`src/rtl/sfm_vect_addmul_feeder.sv`:
```
// sfm_vect_addmul_feeder: packs a length-programmed element stream into strobed beats for the
// vector add/mul FMA stage, holds the scalar operand and tracks in-flight beats to signal job completion.
module sfm_vect_addmul_feeder #(
    parameter int WIDTH           = 16,
    parameter int VECT_WIDTH      = 1,
    parameter int LEN_WIDTH       = 16,
    parameter int MAX_OUTSTANDING = 4,
    localparam int CW             = $clog2(MAX_OUTSTANDING + 1)
) (
    input  logic                        clk_i,
    input  logic                        rst_ni,
    input  logic                        clear_i,
    input  logic                        start_i,
    input  logic [LEN_WIDTH-1:0]        len_i,
    input  logic [WIDTH-1:0]            scal_i,
    input  logic                        scal_valid_i,
    output logic                        scal_ready_o,
    input  logic                        in_valid_i,
    input  logic [VECT_WIDTH*WIDTH-1:0] in_vect_i,
    output logic                        in_ready_o,
    output logic [VECT_WIDTH*WIDTH-1:0] vect_o,
    output logic [VECT_WIDTH-1:0]       strb_o,
    output logic                        last_o,
    output logic                        valid_o,
    input  logic                        ready_i,
    output logic [WIDTH-1:0]            scal_o,
    output logic                        scal_valid_o,
    input  logic                        res_valid_i,
    input  logic                        res_ready_i,
    output logic                        busy_o,
    output logic                        done_o
);
    typedef enum logic [1:0] {IDLE, SCAL, RUN, DRAIN} state_e;

    localparam logic [CW-1:0]        MAX_CNT = CW'(MAX_OUTSTANDING);
    localparam logic [LEN_WIDTH-1:0] VW_LEN  = LEN_WIDTH'(VECT_WIDTH);

    state_e               state, state_nxt;
    logic [LEN_WIDTH-1:0] rem, rem_nxt;
    logic [CW-1:0]        cnt, cnt_nxt;
    logic [WIDTH-1:0]     scal_q;
    logic                 done_q, done_nxt;
    logic                 run, room, issue, ret;

    always_comb begin
        run          = state == RUN;
        room         = cnt < MAX_CNT;
        valid_o      = run & in_valid_i & room;
        in_ready_o   = run & ready_i & room;
        issue        = valid_o & ready_i;
        ret          = res_valid_i & res_ready_i & (cnt != '0);
        vect_o       = run ? in_vect_i : '0;
        last_o       = run & (rem <= VW_LEN);
        strb_o       = '0;
        for (int i = 0; i < VECT_WIDTH; i++) strb_o[i] = run & (LEN_WIDTH'(i) < rem);
        scal_ready_o = state == SCAL;
        scal_valid_o = (state == RUN) | (state == DRAIN);
        scal_o       = scal_q;
        busy_o       = state != IDLE;
        done_o       = done_q;
        cnt_nxt      = cnt + CW'(issue) - CW'(ret);
        rem_nxt      = issue ? rem - (last_o ? rem : VW_LEN) : rem;
        state_nxt    = state;
        done_nxt     = 1'b0;
        unique case (state)
            IDLE: begin
                // A zero-length job completes without ever touching the scalar or element ports
                if (start_i && len_i == '0) done_nxt = 1'b1;
                else if (start_i) begin
                    state_nxt = SCAL;
                    rem_nxt   = len_i;
                end
            end
            SCAL:  state_nxt = scal_valid_i ? RUN : SCAL;
            RUN:   state_nxt = (issue && last_o) ? DRAIN : RUN;
            DRAIN: begin
                state_nxt = (cnt_nxt == '0) ? IDLE : DRAIN;
                done_nxt  = cnt_nxt == '0;
            end
            default: state_nxt = IDLE;
        endcase
    end

    always_ff @(posedge clk_i or negedge rst_ni) begin
        if (!rst_ni) begin
            state  <= IDLE;
            rem    <= '0;
            cnt    <= '0;
            scal_q <= '0;
            done_q <= 1'b0;
        end else if (clear_i) begin
            state  <= IDLE;
            rem    <= '0;
            cnt    <= '0;
            done_q <= 1'b0;
        end else begin
            state  <= state_nxt;
            rem    <= rem_nxt;
            cnt    <= cnt_nxt;
            done_q <= done_nxt;
            if (state == SCAL && scal_valid_i) scal_q <= scal_i;
        end
    end
endmodule
```
`config.mk`:
```
export PLATFORM = sky130hd
export DESIGN_NAME = sfm_vect_addmul_feeder
export DESIGN_NICKNAME = d
export VERILOG_FILES = /design/src/rtl/sfm_vect_addmul_feeder.sv
export SDC_FILE = /design/constraint.sdc
export NUM_CORES = 1
export LEC_CHECK = 0
export BUFFER_PORTS_ARGS = -buffer_cell sky130_fd_sc_hd__buf_2
export CORE_ASPECT_RATIO = 0.9
export CORE_UTILIZATION = 53
export CTS_BUF_LIST = sky130_fd_sc_hd__clkbuf_8
export CTS_CLUSTER_DIAMETER = 60
export DETAILED_ROUTE_END_ITERATION = 7
export GPL_TIMING_DRIVEN = 0
export PLACE_DENSITY = 0.9
export SYNTH_ARGS = -nofsm -noshare
export SYNTH_HDL_FRONTEND = slang
export SYNTH_SLANG_ARGS = --single-unit
export TNS_END_PERCENT = 100
```
`constraint.sdc`:
```
create_clock -name clk_i -period 4.9 [get_ports clk_i]
set_clock_uncertainty 0.15 [all_clocks]
set_input_delay 0.49 -clock clk_i [delete_from_list [all_inputs] [get_ports clk_i]]
set_output_delay 0.49 -clock clk_i [all_outputs]
set_load 0.005 [all_outputs]
```
Yosys cells after proc, flatten, opt, wreduce, memory -nomap -nowiden
Index checks and enable logic that the tools add are counted.
Operators by class
  shifts and indexed selects: 0
  bitwise logic cells: 11
  mux-type cells: 18
  eq/ne operators: 5
  multipliers: 0
  $add $sub $neg: 3
  reductions and logical operators: 10
  $lt $le $gt $ge: 3
  div/mod/pow operators: 0
Operators with widths (count)
  $mux 16: 7
  $le 16x1->1 const B: 1
  $logic_not 16->1: 1
  $lt 1x16->1 const A: 1
  $sub 16x16->16: 1
  $mux 2: 5
  $and 1x1->1: 9
  $pmux 2 s4: 1
  $ne 3x3->1 const B: 2
  $eq 2x2->1 const B: 2
  $reduce_and 2->1: 2
  $add 3x1->3: 1
  $logic_and 1x1->1: 3
  $logic_not 3->1: 1
  $lt 3x3->1 const B: 1
  $mux 1: 3
  $mux 3: 1
  $reduce_bool 3->1: 1
  $sub 3x1->3: 1
  $eq 2x1->1 const B: 1
  $logic_not 2->1: 1
  $pmux 1 s2: 1
  $reduce_bool 2->1: 1
  $not 1->1: 1
  $or 1x1->1: 1
Word-level totals
  bits in registers: 38
  bits in latches: 0
  RAM bits: 0
  ROM bits: 0
  output and inout port bits: 40
  input bits: 57
  memories kept: 0

Longest topological paths before layout
  depth after elaboration: 10
  mapped depth: 13

Worst setup path after synthesis
OpenSTA, ideal clock, no wires.
  kind: flip-flop to flip-flop
  start point: register state[0]
  end point: register state[1]
  path slack: 1.857 ns
  period minus slack after synthesis: 3.043 ns
  cell stages (with the launch flop): 14
  arrival time: 2.753 ns
  path buffers: 1
  setup time: 0.140 ns
  cell sequence: dfrtp_1 -> inv_1 -> ha_1 -> and4b_1 -> buf_2 -> inv_1 -> ha_1 -> inv_1 -> ha_1 -> fa_1 -> xor3_1 -> a21boi_0 -> a2111oi_0 -> a211oi_1
On the way
  longest elaborated chain between the ends: 10
  elaborated cells on any way between the ends: 16
  those cells by class: add/sub: 2; eq/ne: 5; mux: 3; bitwise: 3; reduce/logical: 3
Ends and longest elaborated chain
  start, declared: line 38  | state_e state, state_nxt;
  start signal, assigned: line 97  | state <= state_nxt;
  $eq 2x2->1: line 46, 65
  $and 1x1->1 (2 in a row): line 48  | valid_o = run & in_valid_i & room;
  $and 1x1->1: line 50  | issue = valid_o & ready_i;
  $add 3x1->3: line 61  | cnt_nxt = cnt + CW'(issue) - CW'(ret);
  $sub 3x1->3: line 61
  $logic_not 3->1: line 77  | state_nxt = (cnt_nxt == '0) ? IDLE : DRAIN;
  $mux 2: line 77
  $pmux 2 s4: line 65  | unique case (state)
  $mux 2: line 91  | end else if (clear_i) begin
Parallel ways exist; a longest one is shown, timed or not.
A chain may end at the register's enable or synchronous reset.

Worst setup path in the final report
Same ends and word-level chain as after synthesis.

==> flow_summary.ini <==
[sta]
post-route-period-util_pct = 75.7
final.min_clock_period_ns = 3.71
achievable_clock_frequency_mhz = 270
unrepaired_setup_endpoints_after_global_routing = no
max_slew.worst_pin.slew_ns = 0.842
worst_slack_ns = 1.19
drv_slew = 0
report.final.setup_viol = 0
report.final.hold_viol_count = 0
slew-limit-headroom_pct = 43.8
totalNegativeSetupSlack_ns = 0

[routing]
detailedRoute.firstIterationViolations = 162
via_count = 2263
drt-vias-per-instance = 6.08
wirelength_um = 6170
drc_errors = 11
antenna_violating_nets_post_route = 0
wl_per_cell_um = 16.6
drtPass1Iterations = 7

[placement]
placer_congestion_estimate = 0.887
count_of_input_and_output_buffers = 96
dp_worst_setup_slack_ns = 1.30
placed_cells_incl_taps = 364
detailed_place_hpwl_um = 4530
placement.cell_area_mm2 = 0.00283

[global_routing]
grt_start_max_net_pins = 39
grt_usage_pct = 27.2
antenna_violations_before_repair = 0
grt_pass1_vias = 2093
grt.overflow.total = 0
grt_first_pass_wirelength_um = 9540

[finish]
mostFrequentLayoutCell = sky130_fd_sc_hd__buf_2
instances_no_fill = 372
finish.utilization_pct = 71.3
fraction_of_layout_instances_using_a_drive_strength_above_1_pct = 41.0
most-common-layout-cells = sky130_fd_sc_hd__buf_2 (98), sky130_fd_sc_hd__dfrtp_1 (38), sky130_fd_sc_hd__nor2_1 (25), sky130_fd_sc_hd__and2_1 (16), sky130_fd_sc_hd__mux2_2 (16)
n_antenna_cell = 0
num-nets-final = 388
synthToLayoutAreaGrowth_pct = 27.8
nFillCells = 313
stdcell_area_mm2 = 0.00292

[power]
power_per_cell_area_mw_per_mm2 = 484
total_leakage_power_nw = 1.43
power.ir.vdd_worst_uv = 308

[die]
floorplan.initialDensity_pct = 55.8
rows = 22
fp.dieArea_mm2 = 0.00459
die_w_um = 71.3
io_pins = 97
core_area_mm2 = 0.00410
dieHeight_um = 64.3

[synthesis]
yosysWarnings = 0
number_of_enable_flip_flop_cells_after_synthesis = 0
postSynthRegisterBits = 38
most_frequently_used_flop_master_after_synthesis = sky130_fd_sc_hd__dfrtp_1
seq_area_frac_synth_pct = 41.6
synth.cell_area_mm2 = 0.00229
post_synth_inst_count = 220
syn-mean-instance-area_um2 = 10.4
synth.lib_cells_used.distinct = 51
synth_fp_nets = 285
synthArstFlopShare_pct = 100

[clocking]
worst_setup_hold_path_clk_slew_ns = 0.08
post_cts_setup_bufs = 0
ctsRootBufferMaster = sky130_fd_sc_hd__clkbuf_8
cts_num_sinks = 38
post_cts_resized = 0
insertion_delay_ns = 0.29
cts_hold_repair.buffers = 0
tritoncts = done
h-tree-depth = 2
cts_inserted_buffers = 5
clockBufferDepth = 2

[worst_setup_path]
timing.critical_path.from_type = register
worst-endpoint-required_ns = 4.94
timing.critical_path.arrival_ns = 3.75
crit_path_max_fanout = 10
crit_path_end_kind = register
timing.setup.critical_path_class = reg -> reg

[job]
maxCapViolCount = 0

[outcome]
status = finished with violations
violations = DRC

[min_path]
hold_class = in -> async
## critical path, cell delays in order, from the launching register on
cell                        delay [ns]
sky130_fd_sc_hd__dfrtp_1          0.43
sky130_fd_sc_hd__inv_1            0.11
sky130_fd_sc_hd__ha_1             0.29
sky130_fd_sc_hd__and4b_1          0.30
sky130_fd_sc_hd__buf_2            0.23
sky130_fd_sc_hd__inv_1            0.16
sky130_fd_sc_hd__ha_1             0.30
sky130_fd_sc_hd__inv_1            0.04
sky130_fd_sc_hd__ha_1             0.19
sky130_fd_sc_hd__fa_1             0.38
sky130_fd_sc_hd__xor3_1           0.23
sky130_fd_sc_hd__a21boi_0         0.39
sky130_fd_sc_hd__a2111oi_0        0.13
sky130_fd_sc_hd__a211oi_1         0.27
## sequential cells by signal, summed over array words and instances (netlist names)
name    flops
rem        16
scal_o     16
cnt         3
state       2
done_o      1
## stage by stage
stage / power, mW / hold slack [ns]
after floorplan: 0.926 / 0.0444
after global placement: 1.14 / 0.333
after detailed placement: 1.18 / 0.342
after CTS: 1.41 / 0.178
after global routing: 1.51 / 0.225
final: 1.41 / 0.148
## final timing paths
check | cells past startpoint | slack [ns] | to | start
setup / recovery | 13 | 1.19 | state[1]$_DFFE_PN0P_ | state[0]$_DFFE_PN0P_
hold / removal | 1 | 0.15 | scal_o[2]$_DFFE_PN0P_ | rst_ni
setup reg to reg | 13 | 1.19 | state[1]$_DFFE_PN0P_ | state[0]$_DFFE_PN0P_
hold reg to reg | 1 | 0.36 | scal_o[14]$_DFFE_PN0P_ | scal_o[14]$_DFFE_PN0P_
max in group asynchronous | 1 | 3.93 | rem[0]$_DFF_PN0_ | rst_ni
min in group clk_i | 2 | 0.28 | scal_o[14]$_DFFE_PN0P_ | scal_i[14]
## Yosys cell counts (2+ instances only)
cell type / number / share of area, %
sky130_fd_sc_hd__dfrtp_1: 38 / 42
sky130_fd_sc_hd__nor2_1: 25 / 4.1
sky130_fd_sc_hd__and2_1: 16 / 4.4
sky130_fd_sc_hd__mux2_2: 16 / 7.9
sky130_fd_sc_hd__a211oi_1: 9 / 3.0
sky130_fd_sc_hd__o21ai_0: 9 / 2.0
sky130_fd_sc_hd__inv_1: 8 / 1.3
sky130_fd_sc_hd__nand2_1: 8 / 1.3
sky130_fd_sc_hd__a311oi_1: 7 / 2.7
sky130_fd_sc_hd__ha_1: 7 / 3.8
sky130_fd_sc_hd__nor4_1: 5 / 1.4
sky130_fd_sc_hd__or3_1: 5 / 1.4
sky130_fd_sc_hd__clkbuf_1: 4 / 0.66
sky130_fd_sc_hd__nand3b_1: 4 / 1.3
sky130_fd_sc_hd__nand4_1: 4 / 1.1
sky130_fd_sc_hd__buf_6: 3 / 1.5
sky130_fd_sc_hd__nor2b_1: 3 / 0.82
sky130_fd_sc_hd__o2111a_1: 3 / 1.5
sky130_fd_sc_hd__o21bai_1: 3 / 0.98
sky130_fd_sc_hd__o31ai_1: 3 / 0.98
sky130_fd_sc_hd__xor2_1: 3 / 1.1
sky130_fd_sc_hd__a21oi_1: 2 / 0.44
sky130_fd_sc_hd__and3b_1: 2 / 0.77
sky130_fd_sc_hd__buf_2: 2 / 0.44
sky130_fd_sc_hd__nand3_1: 2 / 0.44
sky130_fd_sc_hd__nor3_1: 2 / 0.44
sky130_fd_sc_hd__nor4_4: 2 / 1.9
sky130_fd_sc_hd__or4_1: 2 / 0.66
## logic make-up after synthesis
family,count (synthesis),share of synthesized area (%)
buf+inv,17,3.88
mux,16,7.87
fa+ha+maj,8,4.70
compound gates,46,15.5
flops,38,41.6
xor+xnor,4,2.19
simple gates,91,24.3
## routing by layer
| layer | wire length, um | global-route usage, % | part of all wire (%) | vias to the layer above |
|---|---|---|---|---|
| met5 | 0 | 0 | 0 | - |
| met2 | 2990 | 45.7 | 48 | 141 |
| met3 | 552 | 5.84 | 8.9 | 21 |
| li1 | - | - | - | 1025 |
| met1 | 2470 | 34.2 | 40 | 1076 |
| met4 | 159 | 10.8 | 2.6 | 0 |
## layout make-up
| cell class | instances | area (um^2) | area share [%] |
|---|---|---|---|
| clock buffer | 6 | 82.6 | 2.82 |
| clock inverter | 2 | 12.5 | 0.428 |
| sequential | 38 | 951 | 32.5 |
| tap | 48 | 60.1 | 2.05 |
| buffer | 9 | 58.8 | 2.01 |
| multi-input combinational | 165 | 1250 | 42.7 |
| inverter | 8 | 30.0 | 1.03 |
| timing repair buffer | 96 | 480 | 16.4 |
## where the power goes
group          switching [mW]  leakage [nW]  internal (mW)  total (mW)
registers              0.0981         0.485          0.429       0.527
clock network           0.112        0.0472          0.113       0.225
logic                   0.343         0.897          0.319       0.662
total                   0.553          1.43          0.861        1.41
(Power assumes the default switching activity.)
